## src/rtl/fp_pkg.sv

```systemverilog
`default_nettype none
// ============================================================================
// Package   : fp_pkg
// Purpose   : Shared floating-point types and widths for the FP blocks.
//             Holds the divider result/flag structures used when steering
//             divider output into per-requester result storage.
// Revision  : 1.0  initial release
// ============================================================================
package fp_pkg;

  localparam int FP_W    = 32;  // binary32 operand/result width
  localparam int FLAGS_W = 5;   // IEEE exception flags
  localparam int RM_W    = 3;   // rounding-mode field

  typedef logic [FP_W-1:0] fp_32b_t;

  // Field order matches the divider's flag bus, MSB first:
  // {invalid_operation, division_by_zero, overflow, underflow, inexact}.
  typedef struct packed {
    logic nv;
    logic dz;
    logic of;
    logic uf;
    logic nx;
  } fp_div_flags_t;

  typedef struct packed {
    fp_32b_t       value;
    fp_div_flags_t flags;
  } fp_div_result_t;

endpackage : fp_pkg
`default_nettype wire

```

## src/rtl/rr_arbiter.sv

```systemverilog
`default_nettype none
// ============================================================================
// Module    : rr_arbiter
// Purpose   : Combinational round-robin arbiter. Searches the request vector
//             starting one position after the pointer, wrapping around, and
//             grants the first set request.
// Ports     : req   [N-1:0]         request vector
//             ptr   [clog2(N)-1:0]  index of the most recent winner
//             grant [N-1:0]         one-hot grant, or zero when idle
// Revision  : 1.0  initial release
// ============================================================================
module rr_arbiter #(
  parameter int N = 4
) (
  input  logic [N-1:0]         req,
  input  logic [$clog2(N)-1:0] ptr,
  output logic [N-1:0]         grant
);

  localparam int PW = $clog2(N);

  logic [PW-1:0] idx;
  logic          found;

  always_comb begin
    grant = '0;
    found = 1'b0;
    idx   = '0;
    // Offsets 1..N visit every index once, ending on ptr itself so a lone
    // requester that just won can win again.
    for (int off = 1; off <= N; off++) begin
      idx = PW'((int'(ptr) + off) % N);
      if (!found && req[idx]) begin
        grant[idx] = 1'b1;
        found      = 1'b1;
      end
    end
  end

endmodule : rr_arbiter
`default_nettype wire

```

## src/rtl/fp_div_scheduler.sv

```systemverilog
`default_nettype none
// ============================================================================
// Module    : fp_div_scheduler
// Purpose   : Shares one non-stallable, fixed-latency FP divider among
//             NUM_REQ requesters. Round-robin arbitration issues at most one
//             division per cycle; every issue carries its requester ID down a
//             tag pipeline aligned with the divider, and each result lands in
//             that requester's small result FIFO. A per-requester credit
//             counter guarantees a FIFO slot before issue, so the divider is
//             never back-pressured.
// Ports     : clk, rst_n                 clock, async active-low reset
//             req_valid/req_ready        per-requester request handshake
//             req_in1/req_in2            packed dividends / divisors (32b each)
//             req_rounding_mode          packed rounding modes (3b each)
//             div_valid_in, div_in1,
//             div_in2, div_rounding_mode registered drive to the divider
//             div_out, div_flags,
//             div_valid_out              divider result
//             rsp_valid/rsp_ready        per-requester result handshake
//             rsp_data/rsp_flags         packed FIFO heads
//             tag_error                  sticky divider/tag misalignment
// Revision  : 1.0  initial release
// ============================================================================
module fp_div_scheduler
  import fp_pkg::*;
#(
  parameter int NUM_REQ      = 4,
  parameter int LATENCY      = 15,
  parameter int RESULT_DEPTH = 2
) (
  input  logic                       clk,
  input  logic                       rst_n,

  input  logic [NUM_REQ-1:0]         req_valid,
  output logic [NUM_REQ-1:0]         req_ready,
  input  logic [NUM_REQ*FP_W-1:0]    req_in1,
  input  logic [NUM_REQ*FP_W-1:0]    req_in2,
  input  logic [NUM_REQ*RM_W-1:0]    req_rounding_mode,

  output logic                       div_valid_in,
  output logic [FP_W-1:0]            div_in1,
  output logic [FP_W-1:0]            div_in2,
  output logic [RM_W-1:0]            div_rounding_mode,
  input  logic [FP_W-1:0]            div_out,
  input  logic [FLAGS_W-1:0]         div_flags,
  input  logic                       div_valid_out,

  output logic [NUM_REQ-1:0]         rsp_valid,
  input  logic [NUM_REQ-1:0]         rsp_ready,
  output logic [NUM_REQ*FP_W-1:0]    rsp_data,
  output logic [NUM_REQ*FLAGS_W-1:0] rsp_flags,

  output logic                       tag_error
);

  localparam int ID_W  = $clog2(NUM_REQ);
  localparam int CNT_W = $clog2(RESULT_DEPTH + 1);
  localparam int PTR_W = (RESULT_DEPTH > 1) ? $clog2(RESULT_DEPTH) : 1;

  localparam logic [CNT_W-1:0] CREDIT_MAX  = CNT_W'(RESULT_DEPTH);
  localparam logic [PTR_W-1:0] FIFO_LAST   = PTR_W'(RESULT_DEPTH - 1);
  localparam logic [ID_W-1:0]  RR_PTR_INIT = ID_W'(NUM_REQ - 1);

  // --------------------------------------------------------------------------
  // Arbitration
  // --------------------------------------------------------------------------
  logic [NUM_REQ-1:0] eligible;
  logic [NUM_REQ-1:0] grant;
  logic               accept;
  logic [ID_W-1:0]    rr_ptr;
  logic [ID_W-1:0]    grant_id;
  logic [ID_W-1:0]    issue_id;
  logic [FP_W-1:0]    sel_in1;
  logic [FP_W-1:0]    sel_in2;
  logic [RM_W-1:0]    sel_rm;

  rr_arbiter #(
    .N (NUM_REQ)
  ) u_arb (
    .req   (eligible),
    .ptr   (rr_ptr),
    .grant (grant)
  );

  // While reset is asserted the credit counters already read zero, so without
  // this gate a valid requester would see ready during reset.
  assign req_ready = grant & {NUM_REQ{rst_n}};
  assign accept    = |req_ready;

  always_comb begin
    grant_id = '0;
    sel_in1  = '0;
    sel_in2  = '0;
    sel_rm   = '0;
    for (int i = 0; i < NUM_REQ; i++) begin
      if (grant[i]) begin
        grant_id = ID_W'(i);
        sel_in1  = req_in1[i*FP_W +: FP_W];
        sel_in2  = req_in2[i*FP_W +: FP_W];
        sel_rm   = req_rounding_mode[i*RM_W +: RM_W];
      end
    end
  end

  // --------------------------------------------------------------------------
  // Issue register: operands hold when nothing is accepted.
  // --------------------------------------------------------------------------
  always_ff @(posedge clk or negedge rst_n) begin
    if (!rst_n) begin
      div_valid_in      <= 1'b0;
      div_in1           <= '0;
      div_in2           <= '0;
      div_rounding_mode <= '0;
      issue_id          <= '0;
      rr_ptr            <= RR_PTR_INIT;
    end else begin
      div_valid_in <= accept;
      if (accept) begin
        div_in1           <= sel_in1;
        div_in2           <= sel_in2;
        div_rounding_mode <= sel_rm;
        issue_id          <= grant_id;
        rr_ptr            <= grant_id;
      end
    end
  end

  // --------------------------------------------------------------------------
  // Tag pipeline: stage 0 captures the issue register on the same edge the
  // divider samples it, so stage LATENCY-1 lines up with div_valid_out.
  // --------------------------------------------------------------------------
  logic [LATENCY-1:0] tag_valid;
  logic [ID_W-1:0]    tag_id [LATENCY];
  logic               tail_valid;
  logic [ID_W-1:0]    tail_id;

  for (genvar k = 0; k < LATENCY; k++) begin : g_tag
    if (k == 0) begin : g_head
      always_ff @(posedge clk or negedge rst_n) begin
        if (!rst_n) begin
          tag_valid[0] <= 1'b0;
          tag_id[0]    <= '0;
        end else begin
          tag_valid[0] <= div_valid_in;
          tag_id[0]    <= issue_id;
        end
      end
    end else begin : g_body
      always_ff @(posedge clk or negedge rst_n) begin
        if (!rst_n) begin
          tag_valid[k] <= 1'b0;
          tag_id[k]    <= '0;
        end else begin
          tag_valid[k] <= tag_valid[k-1];
          tag_id[k]    <= tag_id[k-1];
        end
      end
    end
  end

  assign tail_valid = tag_valid[LATENCY-1];
  assign tail_id    = tag_id[LATENCY-1];

  // Sticky: once the divider and the tag stream disagree, nothing downstream
  // can be trusted without a reset.
  always_ff @(posedge clk or negedge rst_n) begin
    if (!rst_n) begin
      tag_error <= 1'b0;
    end else if (tail_valid != div_valid_out) begin
      tag_error <= 1'b1;
    end
  end

  fp_div_result_t div_result;
  assign div_result = {div_out, div_flags};

  // --------------------------------------------------------------------------
  // Per-requester credit counter and result FIFO
  // --------------------------------------------------------------------------
  for (genvar i = 0; i < NUM_REQ; i++) begin : g_req
    logic [CNT_W-1:0] outstanding;
    logic             push;
    logic             pop;
    logic             release_credit;
    fp_div_result_t   mem [RESULT_DEPTH];
    logic [PTR_W-1:0] rd_ptr;
    logic [PTR_W-1:0] wr_ptr;
    logic [CNT_W-1:0] count;
    fp_div_result_t   head;

    assign eligible[i]    = req_valid[i] && (outstanding < CREDIT_MAX);
    assign push           = tail_valid &&  div_valid_out && (tail_id == ID_W'(i));
    // A tag whose result never arrived will never occupy the FIFO, so its
    // credit is returned here instead of by a pop.
    assign release_credit = tail_valid && !div_valid_out && (tail_id == ID_W'(i));
    assign pop            = rsp_valid[i] && rsp_ready[i];

    always_ff @(posedge clk or negedge rst_n) begin
      if (!rst_n) begin
        outstanding <= '0;
      end else begin
        outstanding <= outstanding + CNT_W'(req_ready[i])
                                   - CNT_W'(pop)
                                   - CNT_W'(release_credit);
      end
    end

    always_ff @(posedge clk or negedge rst_n) begin
      if (!rst_n) begin
        for (int e = 0; e < RESULT_DEPTH; e++) begin
          mem[e] <= '0;
        end
        rd_ptr <= '0;
        wr_ptr <= '0;
        count  <= '0;
      end else begin
        if (push) begin
          mem[wr_ptr] <= div_result;
          wr_ptr      <= (wr_ptr == FIFO_LAST) ? '0 : wr_ptr + PTR_W'(1);
        end
        if (pop) begin
          rd_ptr <= (rd_ptr == FIFO_LAST) ? '0 : rd_ptr + PTR_W'(1);
        end
        count <= count + CNT_W'(push) - CNT_W'(pop);
      end
    end

    assign head                              = mem[rd_ptr];
    assign rsp_valid[i]                      = (count != '0);
    assign rsp_data[i*FP_W +: FP_W]          = head.value;
    assign rsp_flags[i*FLAGS_W +: FLAGS_W]   = head.flags;
  end

endmodule : fp_div_scheduler
`default_nettype wire

```

## config.mk

```make
export PLATFORM = sky130hd
export DESIGN_NAME = fp_div_scheduler
export DESIGN_NICKNAME = d
export VERILOG_FILES = /design/src/rtl/fp_pkg.sv /design/src/rtl/rr_arbiter.sv /design/src/rtl/fp_div_scheduler.sv
export SDC_FILE = /design/constraint.sdc
export NUM_CORES = 1
export LEC_CHECK = 0
export BUFFER_PORTS_ARGS = -buffer_cell sky130_fd_sc_hd__clkbuf_2
export CORE_AREA = 2 2 211 213
export CTS_BUF_LIST = sky130_fd_sc_hd__clkbuf_8
export DETAILED_ROUTE_END_ITERATION = 16
export DIE_AREA = 0 0 213 215
export HOLD_SLACK_MARGIN = 0.05
export PLACE_DENSITY_LB_ADDON = 0.25
export SYNTH_ARGS = -nofsm -noshare
export SYNTH_HDL_FRONTEND = slang
export SYNTH_SLANG_ARGS = --single-unit
```

## constraint.sdc

```tcl
create_clock -name clk -period 9.5 [get_ports clk]
set_clock_uncertainty 0.2 [all_clocks]
set_input_delay 0.95 -clock clk [delete_from_list [all_inputs] [get_ports clk]]
set_output_delay 0.95 -clock clk [all_outputs]
set_load 0.05 [all_outputs]
```

==> impl_metrics.ini <==
[critical_path]
worst_path_most_repeated_cell = a21oi_1
start_kind = register
crit_path_max_fanout = 70
cp-end-kind = output pin
critPathKind = register to output pin
slowest_delay_ps = 710
worst_ep_required_time_ps = 8350
slowest_stage = a21oi_1
crit_path_cell_trace = inv_2 > ha_1 > nor3_1 > a21oi_1 > a21oi_1 > a221o_2 > buf_4 > and2_1 > clkbuf_2
arrival_ps = 4280
critPathBufInv = 3
path_delay_family = buffers and inverters

[layout]
areaGrowthSynthToFinish_pct = 23.28
final_cell_mix = clkbuf_2 (539), mux2_2 (444), dfrtp_1 (432)
final_area_sq_mm = 0.02480
final_nets = 2482
layout-drive-gt1-share = 0.5199
layout_commonest_cell = clkbuf_2

[synthesis]
synth_area_leaders = dfrtp_1 (54%), mux2_2 (25%), o31ai_1 (2.5%), and3_1 (2.1%), nand4_1 (2.1%)
synth_top_area_share = 0.5424
ys_ff_latch = 438
syn-num-nets = 1957
ys_seq_area_frac = 0.5450
synthArstFlopShare = 1.000
syn_area_sq_mm = 0.02012
syn_avg_cell_area_sq_um = 12.45
synth_edf_count = 0
yosysTopAreaCell = dfrtp_1
yosys_warnings = 0
ys.flop_type = dfrtp_1
synthDistinctLibCells = 40
syn-instance-count = 1616

[clock_network]
clock_sinks = 438
cts_made_buffers = 75
clock_path_buffers = 3
clk_latency_ps = 610
cts_setup_buffers = 0
ctsRootBufferMaster = clkbuf_8
cts_tree = built
htree_levels = 3
clkTransAtPathRegs_ps = 60
cts_hold_buffers = 0
cts.repair.resized = 0

[job]
drv_cap = 0

[sta]
period_share = 0.5713
setup_violations = 0
fmax_mhz = 184.3
relSlewSlack = 0.3294
final.setup.tns_ps = 0
rsz0062_at_grt = no
worst_slew_pin_slew_ps = 1006
hold_viol = 0
slew_viol_final = 0
period_minus_slack_ps = 5427

[drt]
ant_nets = 0
num_vias = 15580
vias_per_cell = 5.584
wl_per_cell_um = 23.27
dr.pass1.iters = 7
wl_um = 64910
drt-initial-drc-count = 1173
route.detailed.drc = 0

[die]
die_w_um = 213
fp.dieH_um = 215
core_sq_mm = 0.04364
io_pins = 541
dieArea_sq_mm = 0.04580
rows = 77
start_util = 0.4609

[global_routing]
grt_pass1_wl_um = 98690
grt_pass1_vias = 16140
grt-ovfl-total = 0
grt_max_degree = 95
antenna_found_initial = 7
grt_usage = 0.2848

[min_path]
hp-class = input pin to asynchronous set/reset pin

[placed_design]
placed_cell_area_sq_mm = 0.02338
hpwl_um = 45340
place_congestion = 1.064
port-buffer-count = 540

[status]
status = finished, final reports clean
cell type report:
| type | count | area [sq um] |
|---|---|---|
| fill | 3791 | 18840 |
| sequential | 438 | 10970 |
| multi-input combinational | 1040 | 8681 |
| timing repair buffer | 568 | 2923 |
| clock buffer | 87 | 1197 |
| tap | 592 | 740.7 |
| clock inverter | 40 | 206.4 |
| inverter | 18 | 67.56 |
| antenna | 6 | 15.01 |
per-stage QoR:
| stage | hold slack, ps | utilization | cells | setup WS, ps |
|---|---|---|---|---|
| final | 127.0 | 0.5682 | 2789 | 4073 |
| after global routing | 145.3 | 0.5682 | 2789 | 3843 |
| after CTS | 135.6 | 0.5679 | 2783 | 3992 |
| after detailed placement | 134.7 | 0.5357 | 2656 | 4533 |
| after global placement | 133.8 | 0.5357 | 2656 | 4548 |
| after floorplan | 131.2 | - | 1616 | 5121 |
state kept, by name, indices dropped and copies added (netlist names), 8 cells and up:
signal and cells:
div_in1 32, div_in2 32, g_req.count 8, g_req.mem 296, g_req.outstanding 8, tag_id 28
tag_valid 14
per-layer routing:
layer	vias to the layer above	track usage	share of wire	routed length [um]
met5	-	0	0.00015	10
met4	2	0.1217	0.041	2635
met3	137	0.06722	0.074	4779
met2	640	0.4594	0.48	30950
met1	7919	0.3663	0.41	26540
li1	6877	-	-	-
cell families (layout without fill, tap and decap cells):
logic type | after synthesis | count (layout) | synth area share
multiplexers | 446 | 446 | 0.2508
other | 0 | 6 | 0
AO/OA/AOI/OAI | 156 | 156 | 0.05076
XOR/XNOR | 24 | 24 | 0.01045
AND/OR/NAND/NOR | 389 | 389 | 0.09784
buffers and inverters | 138 | 713 | 0.02811
adder cells (fa/ha/maj) | 25 | 25 | 0.01704
flip-flops | 438 | 438 | 0.5450
worst paths after layout:
path | cells after the start | slack [ps] | startpoint | to
worst max-delay path | 9 | 4070 | rr_ptr[0] | req_ready[1]
worst min-delay path | 1 | 130 | rst_n | g_req[2].mem[13]
worst max register to register | 12 | 4930 | rr_ptr[0] | g_req[0].outstanding[1]
worst min register to register | 0 | 130 | tag_id[2] | tail_id[0]
max in group asynchronous | 3 | 6730 | rst_n | div_in2[24]
min in group clk | 0 | 130 | tag_id[2] | tail_id[0]
Yosys cell counts (4+ instances only):
cell type,count
a21oi_1,71
a22o_1,4
and2_1,5
and3_1,69
buf_1,7
buf_2,29
clkbuf_1,81
dfrtp_1,436
fa_1,4
ha_1,21
inv_1,17
mux2_2,444
nand2_1,77
nand2b_1,6
nand3_1,70
nand4_1,68
nor2_1,74
nor2b_1,5
nor3_1,6
o31ai_1,68
or2_2,4
xnor2_1,17
xor2_1,7
Power is left out: the tool's default activity adds up to more than one toggle a clock period on the data nets, which glitch-free logic cannot reach.
